==> config.mk <==
export PLATFORM = sky130hd
export DESIGN_NAME = heartbeat_tx
export DESIGN_NICKNAME = d
export VERILOG_FILES = /design/src/rtl/heartbeat_tx.sv
export SDC_FILE = /design/constraint.sdc
export NUM_CORES = 1
export LEC_CHECK = 0
export CAP_MARGIN = 10
export CELL_PAD_IN_SITES_DETAIL_PLACEMENT = 1
export CELL_PAD_IN_SITES_GLOBAL_PLACEMENT = 1
export CORE_MARGIN = 2
export CORE_UTILIZATION = 35
export CTS_CLUSTER_SIZE = 30
export DETAILED_ROUTE_END_ITERATION = 8
export HOLD_SLACK_MARGIN = 0.06
export PLACE_DENSITY_LB_ADDON = 0.1
export SYNTH_ARGS = -nofsm -noshare
export SYNTH_HDL_FRONTEND = slang
export SYNTH_SLANG_ARGS = --single-unit
export TNS_END_PERCENT = 1
==> constraint.sdc <==
create_clock -name clk -period 6.6 [get_ports clk]
set_input_delay 0.99 -clock clk [delete_from_list [all_inputs] [get_ports clk]]
set_output_delay 0.99 -clock clk [all_outputs]
set_load 0.01 [all_outputs]
==> src/rtl/heartbeat_tx.sv <==
// heartbeat_tx: a liveness beacon for the cell boundary.
// It sends framed copies of a free-running frame counter on one pin.
// Each frame is the sync pattern, then the counter MSB first, then an optional even-parity bit.
// The line code is Manchester or NRZ, and the half-bit period is set by a prescaler.
// The serial output can optionally pass through an inverter delay chain.

module inverter (
  input  logic a,
  output logic y
);

  assign y = ~a;

endmodule

module heartbeat_tx #(
  parameter int                   COUNT_WIDTH  = 8,
  parameter int                   SYNC_BITS    = 4,
  parameter logic [SYNC_BITS-1:0] SYNC_PATTERN = 4'b1110,
  parameter int                   PARITY_EN    = 1,
  parameter int                   DIV_WIDTH    = 8,
  parameter int                   CHAIN_LENGTH = 1024
) (
  input  logic                   clk,
  input  logic                   rst,
  input  logic                   enable,
  input  logic                   mode,
  input  logic [DIV_WIDTH-1:0]   div,
  output logic                   signal,
  output logic                   frame_start,
  output logic [COUNT_WIDTH-1:0] count,
  output logic                   busy
);

  localparam int MAX_BITS   = (SYNC_BITS > COUNT_WIDTH) ? SYNC_BITS : COUNT_WIDTH;
  localparam int IDX_W      = (MAX_BITS > 1) ? $clog2(MAX_BITS) : 1;
  localparam int EXT_W      = 1 << IDX_W;
  localparam bit HAS_PARITY = (PARITY_EN != 0);

  typedef enum logic [1:0] {
    IDLE   = 2'd0,
    SYNC   = 2'd1,
    DATA   = 2'd2,
    PARITY = 2'd3
  } state_t;

  state_t                 state_q, state_d;
  logic [IDX_W-1:0]       bit_idx_q, bit_idx_d;
  logic                   phase_q, phase_d;
  logic [DIV_WIDTH-1:0]   prescale_q, prescale_d;
  logic [DIV_WIDTH-1:0]   div_lat_q, div_lat_d;
  logic                   mode_lat_q, mode_lat_d;
  logic [COUNT_WIDTH-1:0] count_q, count_d;
  logic                   frame_start_q, frame_start_d;

  logic [EXT_W-1:0]       sync_ext;
  logic [EXT_W-1:0]       count_ext;
  logic                   current_bit;
  logic                   line_level;
  logic                   half_done;
  logic                   end_of_frame;
  logic                   start_frame;

  // The sync pattern and counter are zero-extended so the bit index covers them exactly.
  assign sync_ext  = EXT_W'(SYNC_PATTERN);
  assign count_ext = EXT_W'(count_q);

  assign half_done    = (state_q != IDLE) && (prescale_q == div_lat_q);
  assign end_of_frame = half_done && phase_q && (bit_idx_q == '0) &&
                        ((state_q == PARITY) || ((state_q == DATA) && !HAS_PARITY));
  assign start_frame  = enable && ((state_q == IDLE) || end_of_frame);

  // Pick the frame bit currently on the wire from the registered state.
  always_comb begin
    current_bit = 1'b0;
    case (state_q)
      SYNC:    current_bit = sync_ext[bit_idx_q];
      DATA:    current_bit = count_ext[bit_idx_q];
      PARITY:  current_bit = ^count_q;
      default: current_bit = 1'b0;
    endcase
  end

  // Apply the line code latched for this frame: Manchester inverts the second half-bit.
  always_comb begin
    line_level = 1'b0;
    if (state_q != IDLE) begin
      line_level = mode_lat_q ? current_bit : (current_bit ^ phase_q);
    end
  end

  // Next-state logic: walk half-bits, then bits, then fields, and chain frames while enabled.
  always_comb begin
    state_d       = state_q;
    bit_idx_d     = bit_idx_q;
    phase_d       = phase_q;
    prescale_d    = prescale_q;
    div_lat_d     = div_lat_q;
    mode_lat_d    = mode_lat_q;
    count_d       = count_q;
    frame_start_d = 1'b0;

    if (state_q != IDLE) begin
      if (half_done) begin
        prescale_d = '0;
        if (!phase_q) begin
          phase_d = 1'b1;
        end else begin
          phase_d = 1'b0;
          if (bit_idx_q != '0) begin
            bit_idx_d = bit_idx_q - IDX_W'(1);
          end else begin
            case (state_q)
              SYNC: begin
                state_d   = DATA;
                bit_idx_d = IDX_W'(COUNT_WIDTH - 1);
              end
              DATA: begin
                if (HAS_PARITY) begin
                  state_d = PARITY;
                end
              end
              default: begin
              end
            endcase
          end
        end
      end else begin
        prescale_d = prescale_q + DIV_WIDTH'(1);
      end
    end

    if (end_of_frame) begin
      count_d = count_q + COUNT_WIDTH'(1);
      state_d = IDLE;
    end

    if (start_frame) begin
      state_d       = SYNC;
      bit_idx_d     = IDX_W'(SYNC_BITS - 1);
      phase_d       = 1'b0;
      prescale_d    = '0;
      div_lat_d     = div;
      mode_lat_d    = mode;
      frame_start_d = 1'b1;
    end
  end

  // State register with synchronous reset; a reset mid-frame drops the partial frame.
  always_ff @(posedge clk) begin
    if (rst) begin
      state_q       <= IDLE;
      bit_idx_q     <= '0;
      phase_q       <= 1'b0;
      prescale_q    <= '0;
      div_lat_q     <= '0;
      mode_lat_q    <= 1'b0;
      count_q       <= '0;
      frame_start_q <= 1'b0;
    end else begin
      state_q       <= state_d;
      bit_idx_q     <= bit_idx_d;
      phase_q       <= phase_d;
      prescale_q    <= prescale_d;
      div_lat_q     <= div_lat_d;
      mode_lat_q    <= mode_lat_d;
      count_q       <= count_d;
      frame_start_q <= frame_start_d;
    end
  end

  assign frame_start = frame_start_q;
  assign count       = count_q;
  assign busy        = (state_q != IDLE);

  // Output delay chain. An odd-length chain gets one extra inversion so polarity is preserved.
  generate
`ifdef COCOTB_SIM
    assign signal = line_level;
`else
    if (CHAIN_LENGTH == 0) begin : g_bypass
      assign signal = line_level;
    end else begin : g_chain
      for (genvar i = 0; i < CHAIN_LENGTH; i++) begin : g_inv
        logic y_w;
        if (i == 0) begin : g_first
          inverter u_inv (.a(line_level), .y(y_w));
        end else begin : g_next
          inverter u_inv (.a(g_inv[i-1].y_w), .y(y_w));
        end
      end
      if ((CHAIN_LENGTH % 2) == 1) begin : g_fix
        assign signal = ~g_inv[CHAIN_LENGTH-1].y_w;
      end else begin : g_pass
        assign signal = g_inv[CHAIN_LENGTH-1].y_w;
      end
    end
`endif
  endgenerate

endmodule

==> flow_summary.ini, run 1 <==
[pwr]
sequentialPowerShare = 0.508
power_density_mw_per_mm2 = 184
combinational_share_of_power = 0.143
p_sw_mw = 0.108
p_int_mw = 0.300
ir_worst_vdd_mv = 0.0809
part_of_the_power_in_the_clock_network = 0.348
leakage_nw = 0.785
p_sw_frac = 0.264
post-layout-total-power_mw = 0.408

[run]
max_cap_viol_count = 0

[yosys]
netlist.area_leader.share = 0.344
yosys_warnings = 0
syn-cell-area_sq_mm = 0.00186
postSynthNetCount = 223
synth.most_common_cell = sky130_fd_sc_hd__dfxtp_1
synth_seq_cells = 32
yosysUniqueCellTypes = 47
asyncSetResetFlopFracSynth = 0
ys_seq_area_frac = 0.344
netlist_top_cells_area = sky130_fd_sc_hd__dfxtp_1, sky130_fd_sc_hd__ha_1, sky130_fd_sc_hd__nand2b_1
synth_flop_cell = sky130_fd_sc_hd__dfxtp_1
synth.largest_area_cell = sky130_fd_sc_hd__dfxtp_1
synth_common_cells = sky130_fd_sc_hd__dfxtp_1, sky130_fd_sc_hd__nand2b_1, sky130_fd_sc_hd__ha_1, sky130_fd_sc_hd__a21oi_1
synth_enable_flop_cells = 0
mean_syn_cell_area_sq_um = 9.35
postSynthCellCount = 199

[worst_hold_path]
hold-path-endpoint = mode_lat_q
min_path_cells = 2
holdCritPathClass = reg -> reg
min_from = mode_lat_q

[cts]
cts.clk_slew.worst_paths_ps = 70
ctsResizeCount = 0
post_cts_setup_buffer_count = 0
cts_tree = built
cts.sink_count = 32
worst_skew_pair.late_latency_ps = 280
cts-buffers-inserted = 5
cts_stage_hold_buffer_count = 0
cts.root.buffer_cell = sky130_fd_sc_hd__clkbuf_8
clk_path_buf_depth = 2
ctsHtreeMaxLevel = 2

[worst_setup_path]
worst-path-max-fanout = 5
timing.critical_path.to_type = output pin
rr_worst_depth = 6
critical_setup_path_class = reg -> out
crit-reg2reg-launch = state_q[1]
crit_arrival_ps = 2550
reg2reg_setup_slack_ps = 3240
critical_path.reg2reg.endpoint = div_lat_q[7]
crit_required_ps = 5610
setup.worst_path.start_class = register

[sta]
fin_skew_ps = 3.94
relSlewSlack = 0.421
report.final.setup_viol = 0
finalMaxSlewViolations = 0
grt_setup_unrepaired = no
fin_tns_setup_ps = 0
hold_viol_final = 0
max_slew.worst_pin.slew_ps = 862
whs_ps = 484
final.period_utilization = 0.536
max_clock_freq_mhz = 283
finalCriticalPeriod_ps = 3540

[floorplan]
core_region_area_sq_mm = 0.00511
start_util = 0.364
ioPinCount = 23
die-width_microns = 76.9
die_area_sq_mm = 0.00592
std_cell_rows = 26
chipHeight_microns = 76.9

[global_route]
gr_ovfl_total = 0
grt_start_max_net_pins = 37
grt_use_total = 0.164
initial_antenna_violation_count = 0
via_count_of_the_first_global_routing_pass = 1618
grt_pass1_wl_microns = 7790

[placement]
place_hpwl_microns = 3390
place_congestion = 0.806
io_buffers = 22

[detailed_routing]
routed_via_density = 5.32
remaining_drc_errors = 0
drt_iter0_markers = 68
number_of_nets_still_failing_antenna_checks_after_routing = 0
drt_pass1_iterations = 4
drt_wl_total_microns = 4500
detail_route.wl_per_cell_microns = 15.5
vias = 1542

[cells_and_area]
n_antenna_cell = 0
finalNetCount = 244
fraction_of_layout_instances_using_a_drive_strength_above_1 = 0.0682
area_growth_syn_to_fin_pct = 19.0

[run_status]
outcome = finished clean
-- state kept, by name, summed over array words and instances, names as in the netlist --
register and cells:
phase_q 1, mode_lat_q 1, bit_idx_q 3, state_q 2, count 8, prescale_q 8, div_lat_q 8, frame_start 1
-- cells by family after synthesis --
family,after synthesis,share of synthesized area
xor gates and xnor gates,18,0.0921
adders and majority gates,12,0.0807
buffers and inverters,18,0.0397
AOI/OAI and AO/OA,35,0.127
muxes,13,0.0841
DFF,32,0.344
and+or+nand+nor,71,0.232
-- power by group through the flow --
stage	Clock (mW)	Sequential, mW	Combinational (mW)
CTS	0.146	0.207	0.0592
global route	0.156	0.208	0.0659
floorplan	0	0.209	0.0408
detailed placement	0	0.212	0.0590
global placement	0	0.212	0.0563
finish	0.142	0.207	0.0585
-- placed cells by master, fill, tap and decap left out, drive strengths merged, types with 2 or more instances in the layout --
master and n:
dfxtp 32, clkdlybuf4s50 22, nand2b 19, ha 12, a21oi 11, xnor2 10
mux2i 10, inv 9, nor2 9, xor2 7, nand4 7, o31ai 6
clkbuf 6, nand2 5, or4 5, or3 5, nand3 4, nor3 3
nor4 3, o21ai 3, nor2b 3, o311ai 2, a31oi 2, o22ai 2
and3 2, mux4 2
-- stage by stage --
stage	cell area, sq um	setup WS [ps]	cells	util
floorplan	1860	3980	199	-
global placement	2140	3420	283	0.418
detailed placement	2140	3220	283	0.418
CTS	2210	3040	290	0.433
global route	2210	2880	290	0.433
finish	2210	3060	290	0.433
-- area by class of cell --
| class | count | area (sq um) |
|---|---|---|
| fill | 608 | 2890 |
| multi-input combinational | 149 | 1150 |
| sequential | 32 | 641 |
| timing repair buffer | 23 | 228 |
| tap | 70 | 87.6 |
| clock buffer | 6 | 72.6 |
| inverter | 9 | 33.8 |
| clock inverter | 1 | 5.00 |
-- metal layers --
| layer | wire [microns] | GRT usage | vias to the layer above |
|---|---|---|---|
| li1 | - | - | 763 |
| met1 | 1930 | 0.186 | 749 |
| met2 | 2380 | 0.308 | 25 |
| met3 | 148 | 0.0318 | 5 |
| met4 | 41 | 0.0491 | 0 |
| met5 | 0 | 0 | - |
-- critical path, stage by stage, from the launching register on --
cell and delay (ps):
sky130_fd_sc_hd__dfxtp_1 360, sky130_fd_sc_hd__ha_1 330, sky130_fd_sc_hd__xnor3_1 410, sky130_fd_sc_hd__xnor2_1 150, sky130_fd_sc_hd__nor3b_1 240, sky130_fd_sc_hd__o21ai_0 130
sky130_fd_sc_hd__o31ai_1 70, sky130_fd_sc_hd__clkdlybuf4s50_1 570
-- worst max-delay path by stage --
stage | start | endpoint
4_1_cts | count[0] | signal
6_report | count[0] | signal
2_1_floorplan | count[0] | signal
5_1_grt | count[0] | signal
3_3_place_gp | state_q[1] | div_lat_q[7]
3_5_place_dp | state_q[1] | div_lat_q[7]
No activity file was read; power rests on OpenSTA's default activity.
==> inputs of run 2 (changes only) <==
clock period = 2.9 ns   (was 6.6 ns; I/O delays follow)
==> run 2 against run 1 <==
- count of clock-buffer cells in the layout increased by 2
- utilization is 1.4 points higher
- register-to-register slack lost 3100 ps
- hold slack gained 24 ps
- sequential power increased by 130%
- via count rose by 3.3%
- critical path depth did not move
- wire length rose by 11%
- power increased by 140%
- sequential cell count did not move
- combinational power is 150% higher
- non-clock buffer count is 5 higher
- largest cell class unchanged
==> flow_summary.ini, run 2 (synthesis gave the netlist of run 1 again) <==
[run_status]
outcome = finished clean

[worst_hold_path]
min_path_cells = 2
holdCritPathClass = reg -> reg
hold-path-endpoint = div_lat_q[4]
min_from = div_lat_q[4]

[placement]
postPlaceCellArea_sq_mm = 0.00219
place_hpwl_microns = 3790
place_congestion = 0.791
io_buffers = 22

[worst_setup_path]
critical_setup_path_class = reg -> reg
crit_arrival_ps = 2950
timing.critical_path.to_type = register
rr_worst_depth = 7
crit_required_ps = 3110
setup.worst_path.start_class = register
reg2reg_setup_slack_ps = 160
crit-reg2reg-launch = state_q[0]
critical_path.reg2reg.endpoint = div_lat_q[0]
worst-path-max-fanout = 12

[cts]
cts.sink_count = 32
cts.clk_slew.worst_paths_ps = 70
cts-buffers-inserted = 5
clk_path_buf_depth = 2
worst_skew_pair.late_latency_ps = 280
cts.root.buffer_cell = sky130_fd_sc_hd__clkbuf_8
ctsHtreeMaxLevel = 2
cts_tree = built
cts_stage_hold_buffer_count = 0

[sta]
finalMaxSlewViolations = 0
max_slew.worst_pin.slew_ps = 827
grt_setup_unrepaired = no
fin_skew_ps = 5.33
hold_viol_final = 0
finalCriticalPeriod_ps = 2740
fin_tns_setup_ps = 0
whs_ps = 508
relSlewSlack = 0.447
max_clock_freq_mhz = 364
final.period_utilization = 0.946
report.final.setup_viol = 0

[cells_and_area]
n_antenna_cell = 0
fillerInstances = 598
layout_common_cells = sky130_fd_sc_hd__dfxtp_1, sky130_fd_sc_hd__clkdlybuf4s50_1, sky130_fd_sc_hd__nand2b_1
commonest_non_fill_non_tap_cell_in_the_layout = sky130_fd_sc_hd__dfxtp_1
final_design_area_no_fill_sq_mm = 0.00229
finish.utilization = 0.448
area_growth_syn_to_fin_pct = 22.9
fraction_of_layout_instances_using_a_drive_strength_above_1 = 0.0973
finalNetCount = 249

[global_route]
grt_pass1_wl_microns = 8510
met3_usage = 0.0365
use_met1 = 0.214
grtUsageMet2 = 0.330
grt_start_max_net_pins = 28
grt.busiest_layer = met2
initial_antenna_violation_count = 0
via_count_of_the_first_global_routing_pass = 1716
gr_ovfl_total = 0
grt_use_total = 0.182

[floorplan]
std_cell_rows = 26
chipHeight_microns = 76.9
ioPinCount = 23
start_util = 0.364
die-width_microns = 76.9
core_region_area_sq_mm = 0.00511
die_area_sq_mm = 0.00592

[pwr]
power_density_mw_per_mm2 = 427
sequentialPowerShare = 0.484
ir_worst_vdd_mv = 0.204
p_sw_mw = 0.256
part_of_the_power_in_the_clock_network = 0.367
combinational_share_of_power = 0.148
p_sw_frac = 0.263
p_int_mw = 0.720
leakage_nw = 0.827

[detailed_routing]
routed_via_density = 5.38
drt_wl_total_microns = 5010
vias = 1593
detail_route.wl_per_cell_microns = 16.9
drt_iter0_markers = 82
drt_pass1_iterations = 4
number_of_nets_still_failing_antenna_checks_after_routing = 0
remaining_drc_errors = 0

[run]
max_cap_viol_count = 0
## run 2: worst max path at each step
stage               start           end  slack, ps  cells past startpoint
2_1_floorplan  state_q[1]      count[5]        450                      7
3_3_place_gp   state_q[0]      count[5]        300                      6
3_5_place_dp   state_q[0]  div_lat_q[0]        140                      7
4_1_cts        state_q[0]  div_lat_q[0]        140                      7
5_1_grt        state_q[0]  div_lat_q[0]          8                      7
6_report       state_q[0]  div_lat_q[0]        160                      7
## run 2: worst max-delay path, stage by stage (launching register included)
cell and delay [ps]:
sky130_fd_sc_hd__dfxtp_1 400, sky130_fd_sc_hd__inv_1 140, sky130_fd_sc_hd__ha_1 250, sky130_fd_sc_hd__or3_4 420
sky130_fd_sc_hd__or4_1 740, sky130_fd_sc_hd__a21boi_2 340, sky130_fd_sc_hd__buf_12 180, sky130_fd_sc_hd__mux2i_1 200
## run 2: area by class of cell
type,instances,area [sq um],share of cell area
Multi-Input combinational cell,149,1160,0.507
Clock buffer,8,90.1,0.0394
Inverter,9,33.8,0.0148
Timing Repair Buffer,28,277,0.121
Sequential cell,32,641,0.280
Tap cell,70,87.6,0.0383
## run 2: layer usage
layer  wire (microns)  vias to the layer above
met2             2630                       19
met5                0                        -
met4               54                        0
li1                 -                      772
met1             2200                      797
met3              128                        5
## run 2: timing repair
item	4_1_cts	5_1_grt
setup buffers	0	0
resized for setup	3	0
setup endpoints to repair	1	0
## run 2: power by group through the flow
stage	registers [mW]	logic [mW]	clock network, mW
2_1_floorplan	0.476	0.0929	0
3_3_place_gp	0.482	0.137	0
5_1_grt	0.475	0.159	0.391
6_report	0.473	0.145	0.358
3_5_place_dp	0.483	0.143	0
4_1_cts	0.473	0.145	0.372
## run 2: through the flow
| step | std cells | setup WS, ps | total power [mW] |
|---|---|---|---|
| 6_report | 296 | 156 | 0.976 |
| 3_3_place_gp | 288 | 301 | 0.619 |
| 3_5_place_dp | 288 | 140 | 0.626 |
| 4_1_cts | 296 | 136 | 0.990 |
| 5_1_grt | 296 | 7.79 | 1.03 |
| 2_1_floorplan | 199 | 453 | 0.569 |
==> inputs of run 3 (changes only) <==
CORE_ASPECT_RATIO = 1.2   (was default)
CORE_UTILIZATION = 38   (was 35)
==> run 3 against run 2 <==
- largest cell class unchanged
- global-route usage increased by 0.71 points
- die area decreased by 7.5%
- combinational power about the same
- non-clock buffer count increased by 2
- first-iteration DRC count decreased by 32%
- via count decreased by 0.44%
- sequential cell count unchanged
- maximum frequency increased by 3.1%
- largest power group unchanged
- sequential share of layout area increased by 0.42 points
- count of clock-buffer cells in the layout decreased by 2
- final area decreased by 1.5%
- cell count decreased by 3.7%
- critical path type is now reg -> out
==> flow_summary.ini, run 3 (synthesis gave the netlist of run 1 again) <==
[worst_setup_path]
worst-path-max-fanout = 5
timing.critical_path.to_type = output pin
critical_path.endpoint = signal
critical_path.startpoint = count[0]
crit-reg2reg-launch = state_q[0]
critical_path.reg2reg.endpoint = count[5]
setup.worst_path.start_class = register
critical_setup_path_class = reg -> out
reg2reg_setup_slack_ps = 250
crit_arrival_ps = 2230
rr_worst_depth = 6
crit_required_ps = 2470

[global_route]
via_count_of_the_first_global_routing_pass = 1705
gr_ovfl_total = 0
initial_antenna_violation_count = 0
grt_use_total = 0.189
grt_pass1_wl_microns = 7760
grt_start_max_net_pins = 23

[cts]
ctsResizeCount = 1
worst_skew_pair.late_latency_ps = 280
cts-buffers-inserted = 5
cts_stage_hold_buffer_count = 0
ctsHtreeMaxLevel = 2
cts.sink_count = 32
clk_path_buf_depth = 2
cts.root.buffer_cell = sky130_fd_sc_hd__clkbuf_8
post_cts_setup_buffer_count = 0
cts.clk_slew.worst_paths_ps = 70
cts_tree = built

[sta]
hold_viol_final = 0
grt_setup_unrepaired = no
final_critical_path_setup_slack_ps = 239
finalMaxSlewViolations = 0
fin_tns_setup_ps = 0
relSlewSlack = 0.559
fin_skew_ps = 7.41
final.period_utilization = 0.918
max_slew.worst_pin.slew_ps = 659
max_clock_freq_mhz = 376
report.final.setup_viol = 0
finalCriticalPeriod_ps = 2660

[pwr]
sequentialPowerShare = 0.502
combinational_share_of_power = 0.151
p_int_mw = 0.689
p_sw_frac = 0.266
power_density_mw_per_mm2 = 417
p_sw_mw = 0.250
ir_worst_vdd_mv = 0.220
leakage_nw = 0.826
part_of_the_power_in_the_clock_network = 0.347

[detailed_routing]
detail_route.wl_per_cell_microns = 16.6
remaining_drc_errors = 0
vias = 1586
drt_wl_total_microns = 4720
routed_via_density = 5.56
drt_pass1_iterations = 4
number_of_nets_still_failing_antenna_checks_after_routing = 0
drt_iter0_markers = 56

[placement]
io_buffers = 22
place_hpwl_microns = 3680
pre_cts_ws_ps = 107
place_congestion = 0.762

[floorplan]
std_cell_rows = 27
start_util = 0.399
ioPinCount = 23
die-width_microns = 67.9
chipHeight_microns = 80.7
die_area_sq_mm = 0.00547
core_region_area_sq_mm = 0.00466

[cells_and_area]
layout_common_cells = sky130_fd_sc_hd__dfxtp_1, sky130_fd_sc_hd__clkdlybuf4s50_1, sky130_fd_sc_hd__nand2b_1
finalNetCount = 251
finish.utilization = 0.483
area_growth_syn_to_fin_pct = 21.1
n_antenna_cell = 0
fraction_of_layout_instances_using_a_drive_strength_above_1 = 0.101
commonest_non_fill_non_tap_cell_in_the_layout = sky130_fd_sc_hd__dfxtp_1

[run]
max_cap_viol_count = 0

[worst_hold_path]
holdCritPathClass = reg -> reg

[run_status]
outcome = finished clean
[run 3: cell types whose count changed in the layout (fill, tap and decap cells not counted), sizes merged]
cell / delta
clkbuf: -2
buf: +2
clkinv: +1
[run 3: power groups by stage]
stage               Combinational (mW)  Sequential, mW  Clock [mW]
floorplan                       0.0929           0.476           0
global placement                 0.138           0.480           0
detailed placement               0.142           0.482           0
CTS                              0.142           0.472       0.336
global route                     0.157           0.474       0.355
finish                           0.142           0.472       0.326
[run 3: critical path: stages (launching register included)]
cell                            delay, ps
sky130_fd_sc_hd__dfxtp_1              360
sky130_fd_sc_hd__ha_1                 320
sky130_fd_sc_hd__xnor3_1              400
sky130_fd_sc_hd__xnor2_1              140
sky130_fd_sc_hd__nor3b_1              240
sky130_fd_sc_hd__o21ai_0              130
sky130_fd_sc_hd__o31ai_1               70
sky130_fd_sc_hd__dlygate4sd2_1        290
[run 3: worst min-delay path by stage]
| stage | depth (start not counted) | endpoint | from | slack [ps] |
|---|---|---|---|---|
| 3_3_place_gp | 2 | div_lat_q[7] | div_lat_q[7] | 470 |
| 5_1_grt | 2 | div_lat_q[7] | div_lat_q[7] | 520 |
| 2_1_floorplan | 2 | mode_lat_q | mode_lat_q | 450 |
| 3_5_place_dp | 2 | div_lat_q[7] | div_lat_q[7] | 480 |
| 6_report | 2 | div_lat_q[7] | div_lat_q[7] | 480 |
| 4_1_cts | 2 | div_lat_q[7] | div_lat_q[7] | 490 |
[run 3: through the flow]
step / std cells / area, sq um / hold slack (ps) / total power, mW
6_report: 285 / 2250 / 483 / 0.939
5_1_grt: 285 / 2250 / 524 / 0.986
4_1_cts: 285 / 2250 / 493 / 0.950
3_5_place_dp: 278 / 2170 / 482 / 0.624
3_3_place_gp: 278 / 2170 / 474 / 0.618
2_1_floorplan: 199 / 1860 / 449 / 0.569
[run 3: final cells by class]
type,instances,area (sq um)
Clock buffer,6,72.6
Clock inverter,1,5.00
Fill cell,542,2410
Inverter,9,33.8
Multi-Input combinational cell,149,1150
Sequential cell,32,641
Tap cell,58,72.6
Timing Repair Buffer,30,279
[run 3: routing by layer]
| metal | global-route usage | up-vias | part of all wire |
|---|---|---|---|
| li1 | - | 772 | - |
| met3 | 0.0392 | 6 | 0.029 |
| met4 | 0.0520 | 0 | 0.012 |
| met5 | 0 | - | 0 |
| met1 | 0.204 | 778 | 0.41 |
| met2 | 0.362 | 30 | 0.55 |
